==> config.mk <==
export PLATFORM = sky130hd
export DESIGN_NAME = fc_layer_seq
export DESIGN_NICKNAME = d
export VERILOG_FILES = /design/src/rtl/fc_layer_seq.sv
export SDC_FILE = /design/constraint.sdc
export NUM_CORES = 1
export LEC_CHECK = 0
export ABC_AREA = 0
export BUFFER_PORTS_ARGS = -buffer_cell sky130_fd_sc_hd__buf_2
export CORE_ASPECT_RATIO = 0.6
export CORE_MARGIN = 3
export CORE_UTILIZATION = 45
export CTS_CLUSTER_DIAMETER = 80
export DETAILED_ROUTE_END_ITERATION = 6
export PLACE_DENSITY = 0.72
export SETUP_SLACK_MARGIN = 0.05
export SKIP_LAST_GASP = 1
export SLEW_MARGIN = 20
export SYNTH_ARGS = -nofsm -noshare
export SYNTH_HDL_FRONTEND = slang
export SYNTH_SLANG_ARGS = --single-unit
==> constraint.sdc <==
create_clock -name clk -period 1.75 [get_ports clk]
set_input_delay 0.2625 -clock clk [delete_from_list [all_inputs] [get_ports clk]]
set_output_delay 0.2625 -clock clk [all_outputs]
set_load 0.05 [all_outputs]
==> src/rtl/fc_layer_seq.sv <==
// Address sequencer and control for a fully-connected layer: bias preload, feature walk, weight-pair streaming.
// Optional bias preload phase is enabled by defining FC_BIAS_EN.
module fc_layer_seq #(
  parameter int N_IN      = 50,
  parameter int N_OUT     = 16,
  parameter int BIAS_BASE = 11,
  parameter int BIAS_AW   = 7,
  parameter int W_AW      = 10,
  parameter int FM_AW     = 6
) (
  input  logic                                             clk,
  input  logic                                             rst,
  input  logic                                             start,
  output logic                                             busy,
  output logic                                             done,
  output logic                                             acc_clr,
  output logic                                             bias_bram_ena,
  output logic                                             bias_bram_enb,
  output logic [BIAS_AW-1:0]                               bias_bram_addra,
  output logic [BIAS_AW-1:0]                               bias_bram_addrb,
  output logic                                             bias_vld,
  output logic [$clog2(N_OUT/2 > 1 ? N_OUT/2 : 2)-1:0]     bias_pair,
  output logic                                             fm_bram_ena,
  output logic [FM_AW-1:0]                                 fm_bram_addra,
  output logic                                             fm_vld,
  output logic                                             w_bram_ena,
  output logic                                             w_bram_enb,
  output logic [W_AW-1:0]                                  w_bram_addra,
  output logic [W_AW-1:0]                                  w_bram_addrb,
  output logic                                             mac_vld,
  output logic [$clog2(N_OUT/2 > 1 ? N_OUT/2 : 2)-1:0]     mac_pair
);

  localparam int PW = $clog2(N_OUT/2 > 1 ? N_OUT/2 : 2);
  localparam logic [PW-1:0]    LAST_K = PW'(N_OUT/2 - 1);
  localparam logic [FM_AW-1:0] LAST_I = FM_AW'(N_IN - 1);

  if (N_OUT < 2 || (N_OUT % 2) != 0) begin : g_bad_nout
    $error("fc_layer_seq: N_OUT must be even and >= 2");
  end
  if (N_IN < 1) begin : g_bad_nin
    $error("fc_layer_seq: N_IN must be >= 1");
  end
  if ((64'd1 << W_AW) < 64'(N_IN * N_OUT)) begin : g_bad_waw
    $error("fc_layer_seq: W_AW too small for N_IN*N_OUT weights");
  end
  if ((64'd1 << FM_AW) < 64'(N_IN)) begin : g_bad_fmaw
    $error("fc_layer_seq: FM_AW too small for N_IN features");
  end
  if ((64'd1 << BIAS_AW) < 64'(BIAS_BASE + N_OUT)) begin : g_bad_baw
    $error("fc_layer_seq: BIAS_AW too small for BIAS_BASE+N_OUT");
  end

  typedef enum logic [2:0] {
    S_IDLE,
    S_FM,
    S_WT,
    S_DRAIN,
    S_DONE
`ifdef FC_BIAS_EN
    , S_BIAS
`endif
  } state_e;

  state_e            state_q, state_d;
  logic [FM_AW-1:0]  i_q, i_d;
  logic [PW-1:0]     k_q, k_d;
  logic [W_AW-1:0]   w_q, w_d;
  logic              acc_clr_q, fm_vld_q, mac_vld_q;
  logic [PW-1:0]     mac_pair_q;
`ifdef FC_BIAS_EN
  logic [PW-1:0]     b_q, b_d;
  logic              bias_vld_q;
  logic [PW-1:0]     bias_pair_q;
`endif

  always_ff @(posedge clk) begin
    if (rst) begin
      state_q <= S_IDLE;
      i_q     <= '0;
      k_q     <= '0;
      w_q     <= '0;
`ifdef FC_BIAS_EN
      b_q     <= '0;
`endif
    end else begin
      state_q <= state_d;
      i_q     <= i_d;
      k_q     <= k_d;
      w_q     <= w_d;
`ifdef FC_BIAS_EN
      b_q     <= b_d;
`endif
    end
  end

  // w_q tracks i*N_OUT+2k incrementally, so no multiplier is needed.
  always_comb begin
    state_d = state_q;
    i_d     = i_q;
    k_d     = k_q;
    w_d     = w_q;
`ifdef FC_BIAS_EN
    b_d     = b_q;
`endif
    case (state_q)
      S_IDLE: begin
        if (start) begin
          i_d = '0;
          k_d = '0;
          w_d = '0;
`ifdef FC_BIAS_EN
          b_d     = '0;
          state_d = S_BIAS;
`else
          state_d = S_FM;
`endif
        end
      end
`ifdef FC_BIAS_EN
      S_BIAS: begin
        b_d = b_q + 1'b1;
        if (b_q == LAST_K) begin
          b_d     = '0;
          state_d = S_FM;
        end
      end
`endif
      S_FM: begin
        k_d     = '0;
        state_d = S_WT;
      end
      S_WT: begin
        k_d = k_q + 1'b1;
        w_d = w_q + W_AW'(2);
        if (k_q == LAST_K) begin
          k_d = '0;
          if (i_q == LAST_I) begin
            state_d = S_DRAIN;
          end else begin
            i_d     = i_q + 1'b1;
            state_d = S_FM;
          end
        end
      end
      S_DRAIN: state_d = S_DONE;
      S_DONE:  state_d = S_IDLE;
      default: state_d = S_IDLE;
    endcase
  end

  always_comb begin
    busy          = (state_q != S_IDLE) && (state_q != S_DONE);
    done          = (state_q == S_DONE);
    fm_bram_ena   = (state_q == S_FM);
    fm_bram_addra = fm_bram_ena ? i_q : '0;
    w_bram_ena    = (state_q == S_WT);
    w_bram_enb    = w_bram_ena;
    w_bram_addra  = w_bram_ena ? w_q : '0;
    w_bram_addrb  = w_bram_ena ? (w_q | W_AW'(1)) : '0;
`ifdef FC_BIAS_EN
    bias_bram_ena   = (state_q == S_BIAS);
    bias_bram_enb   = bias_bram_ena;
    bias_bram_addra = bias_bram_ena ? BIAS_AW'(BIAS_BASE) + BIAS_AW'({b_q, 1'b0}) : '0;
    bias_bram_addrb = bias_bram_ena ? BIAS_AW'(BIAS_BASE + 1) + BIAS_AW'({b_q, 1'b0}) : '0;
`else
    bias_bram_ena   = 1'b0;
    bias_bram_enb   = 1'b0;
    bias_bram_addra = '0;
    bias_bram_addrb = '0;
`endif
  end

  // Valid strobes trail the read enables by the one-cycle BRAM latency.
  always_ff @(posedge clk) begin
    if (rst) begin
      acc_clr_q  <= 1'b0;
      fm_vld_q   <= 1'b0;
      mac_vld_q  <= 1'b0;
      mac_pair_q <= '0;
`ifdef FC_BIAS_EN
      bias_vld_q  <= 1'b0;
      bias_pair_q <= '0;
`endif
    end else begin
      acc_clr_q  <= (state_q == S_IDLE) && start;
      fm_vld_q   <= fm_bram_ena;
      mac_vld_q  <= w_bram_ena;
      mac_pair_q <= w_bram_ena ? k_q : '0;
`ifdef FC_BIAS_EN
      bias_vld_q  <= bias_bram_ena;
      bias_pair_q <= bias_bram_ena ? b_q : '0;
`endif
    end
  end

  assign acc_clr  = acc_clr_q;
  assign fm_vld   = fm_vld_q;
  assign mac_vld  = mac_vld_q;
  assign mac_pair = mac_pair_q;
`ifdef FC_BIAS_EN
  assign bias_vld  = bias_vld_q;
  assign bias_pair = bias_pair_q;
`else
  assign bias_vld  = 1'b0;
  assign bias_pair = '0;
`endif

endmodule

==> results.yml <==
status:
  run_status: "finished clean"
floorplanning:
  die_h_microns: 52.2
  fp.dieArea_sq_um: 4320
  dieWidth_microns: 82.9
  floorplan.initialDensity: 0.481
  fp-row-count: 16
  ioPinCount: 60
  fp.coreArea_sq_um: 3320
global_route:
  antenna_found_initial: 0
  grt_usage: 0.177
  grt_pass1_wl_mm: 6.15
  overflow: 0
  grt_max_degree: 20
  grt_pass1_vias: 1266
worst_setup_path:
  startpoint_type: "flip-flop"
  crit_fanout: 6
  arrival_ns: 1.47
  criticalPathCategory: "reg -> out"
  endpoint_kind: "output port"
  required_ns: 1.49
timing:
  max_freq_mhz: 576
  drv_slew: 0
  layout_min_cycle_time_ns: 1.73
  rsz0062_at_grt: "true"
  fin_hold_ws_ns: 0.385
  min_period_over_period: 0.991
  setup_viol: 0
  skew_ns: 0.00173
  hold_viol_final: 0
drt:
  drt_iter0_drc: 124
  drt-wirelength-per-cell_microns: 13.5
  vias_per_cell: 4.94
  ant_nets: 0
  vias: 1349
  wl_mm: 3.67
  drc: 0
  first_pass_iters: 4
cells_and_area:
  layout.nets: 237
  fin_cells: 273
  diodes: 0
  syn_to_final_growth_pct: 26.9
  layout-drive-gt1-share: 0.417
  fillers: 294
  final_util: 0.610
synthesis:
  synth_common_cells: "buf_4, dfxtp_1, nor2_1, and2_1, o21ai_0"
  synth-edff-count: 0
  ys_ff_latch: 27
  yosys_warnings: 0
  synth_ff_type: "dfxtp_1"
  syn_inst: 190
  synth_top_area_share: 0.338
  synth.most_common_cell: "buf_4"
  synth_cell_type_count: 41
  ys_seq_area_frac: 0.338
  syn_area_sq_um: 1600
  synthArstFlopShare: 0
  synth.avg_cell_area_sq_um: 8.41
  yosys.area.top_type: "dfxtp_1"
  synth.area.top_cells: "dfxtp_1, buf_4, and2_1"
clock_tree:
  cts_max_level: 1
  cts_hold_buffers: 0
  cts_root_buffer: "clkbuf_8"
  cts_tree: "yes"
  clock_latency_ns: 0.27
  numCtsBuffers: 3
  clock_path_buffers: 2
  cts_sinks: 27
  clkTransAtPathRegs_ns: 0.09
power:
  p_leak_nw: 0.961
  p_per_area_nw_per_um2: 639
  vdd.ir_drop.worst_v: 0.000425
  power_mw: 1.30
place:
  place.gp.congestion: 0.887
  dp_hpwl_mm: 2.47
  port-buffer-count: 38
  dp.cells: 259
flow_run:
  max_cap_violations: 0
hold_path:
  min_path_type: "in -> reg"
[critical path, stage by stage, from the launching register on]
cell and delay (ns):
dfxtp_4 0.38, inv_2 0.07, nand2_2 0.05, or2_4 0.26
clkinvlp_4 0.12, and2_4 0.16, buf_8 0.14
[kinds of logic (layout without fill, tap and decap cells)]
| logic type | Yosys count | after routing | share of synthesized area |
|---|---|---|---|
| simple gates | 76 | 76 | 0.279 |
| buf+inv | 45 | 63 | 0.196 |
| compound gates | 34 | 34 | 0.133 |
| flops | 27 | 27 | 0.338 |
| fa+ha+maj | 5 | 5 | 0.0392 |
| other cells | 1 | 21 | 0.00235 |
| xor+xnor | 1 | 1 | 0.00548 |
| mux | 1 | 1 | 0.00705 |
[cells in the final DEF (no fill, tap or decap), types with 3 or more instances in the layout]
cell / synthesis / layout
a21o_1: 5 / 5
a21oi_1: 7 / 7
a22oi_1: 4 / 4
and2_2: 3 / 4
and2_4: 0 / 13
buf_2: 1 / 14
buf_4: 32 / 22
buf_6: 2 / 12
buf_8: 0 / 5
clkbuf_8: 0 / 3
conb_1: 1 / 21
dfxtp_1: 27 / 24
dfxtp_4: 0 / 3
ha_1: 5 / 5
nand2_1: 9 / 8
nand3_1: 6 / 6
nand4_1: 3 / 3
nor2_1: 17 / 15
nor3_1: 6 / 6
o21ai_0: 10 / 10
[registers in the layout (all words and copies together) (netlist names)]
register  flops
mac_pair      3
state_q       3
acc_clr       1
mac_vld       1
fm_vld        1
w_q           9
k_q           3
i_q           6
[layout make-up]
class                      count  area (sq um)  area share
tap                           45          56.3      0.0278
clock inverter                 1          5.00     0.00247
sequential                    27           552       0.272
multi-input combinational    138           878       0.433
inverter                       5          30.0      0.0148
timing repair buffer          54           465       0.229
clock buffer                   3          41.3      0.0204
[what timing repair did]
item | in CTS | in global routing
pin swaps | 3 | 1
gates resized for setup | 55 | 7
endpoints found under the setup margin | 29 | 27
setup buffers | 7 | 3
[per-layer routing]
layer  up-vias  wire length [microns]  GRT usage  part of all wire
li1        677                      -          -                 -
met1       616                   1700      0.234              0.46
met5         -                      0          0                 0
met2        50                   1660      0.285              0.45
met4         0                     34     0.0543            0.0093
met3         6                    279     0.0475             0.076
[through the flow]
stage / TNS (ns) / area (sq um) / setup WS, ns
floorplan: -0.00490 / 1720 / -0.00490
global placement: 0 / 1730 / 0.134
detailed placement: 0 / 1730 / 0.0686
CTS: 0 / 1980 / 0.0382
global route: -0.205 / 2030 / -0.0277
finish: 0 / 2030 / 0.0152
[final timing paths]
kind	start	to	slack, ns	cells after the start
worst max-delay path	state_q[2]	fm_bram_addra[0]	0.02	6
worst min-delay path	rst	mac_vld	0.39	3
worst max register to register	state_q[1]	w_q[4]	0.10	7
worst min register to register	w_q[9]	w_q[9]	0.49	1
[power breakdown]
part | total [mW] | switching, mW | leakage, nW | internal, mW
Sequential | 0.635 | 0.0124 | 0.220 | 0.622
Clock | 0.359 | 0.199 | 0.0255 | 0.160
Combinational | 0.302 | 0.228 | 0.715 | 0.0744
Total | 1.30 | 0.439 | 0.961 | 0.857
Power figures use the tool's default switching activity.
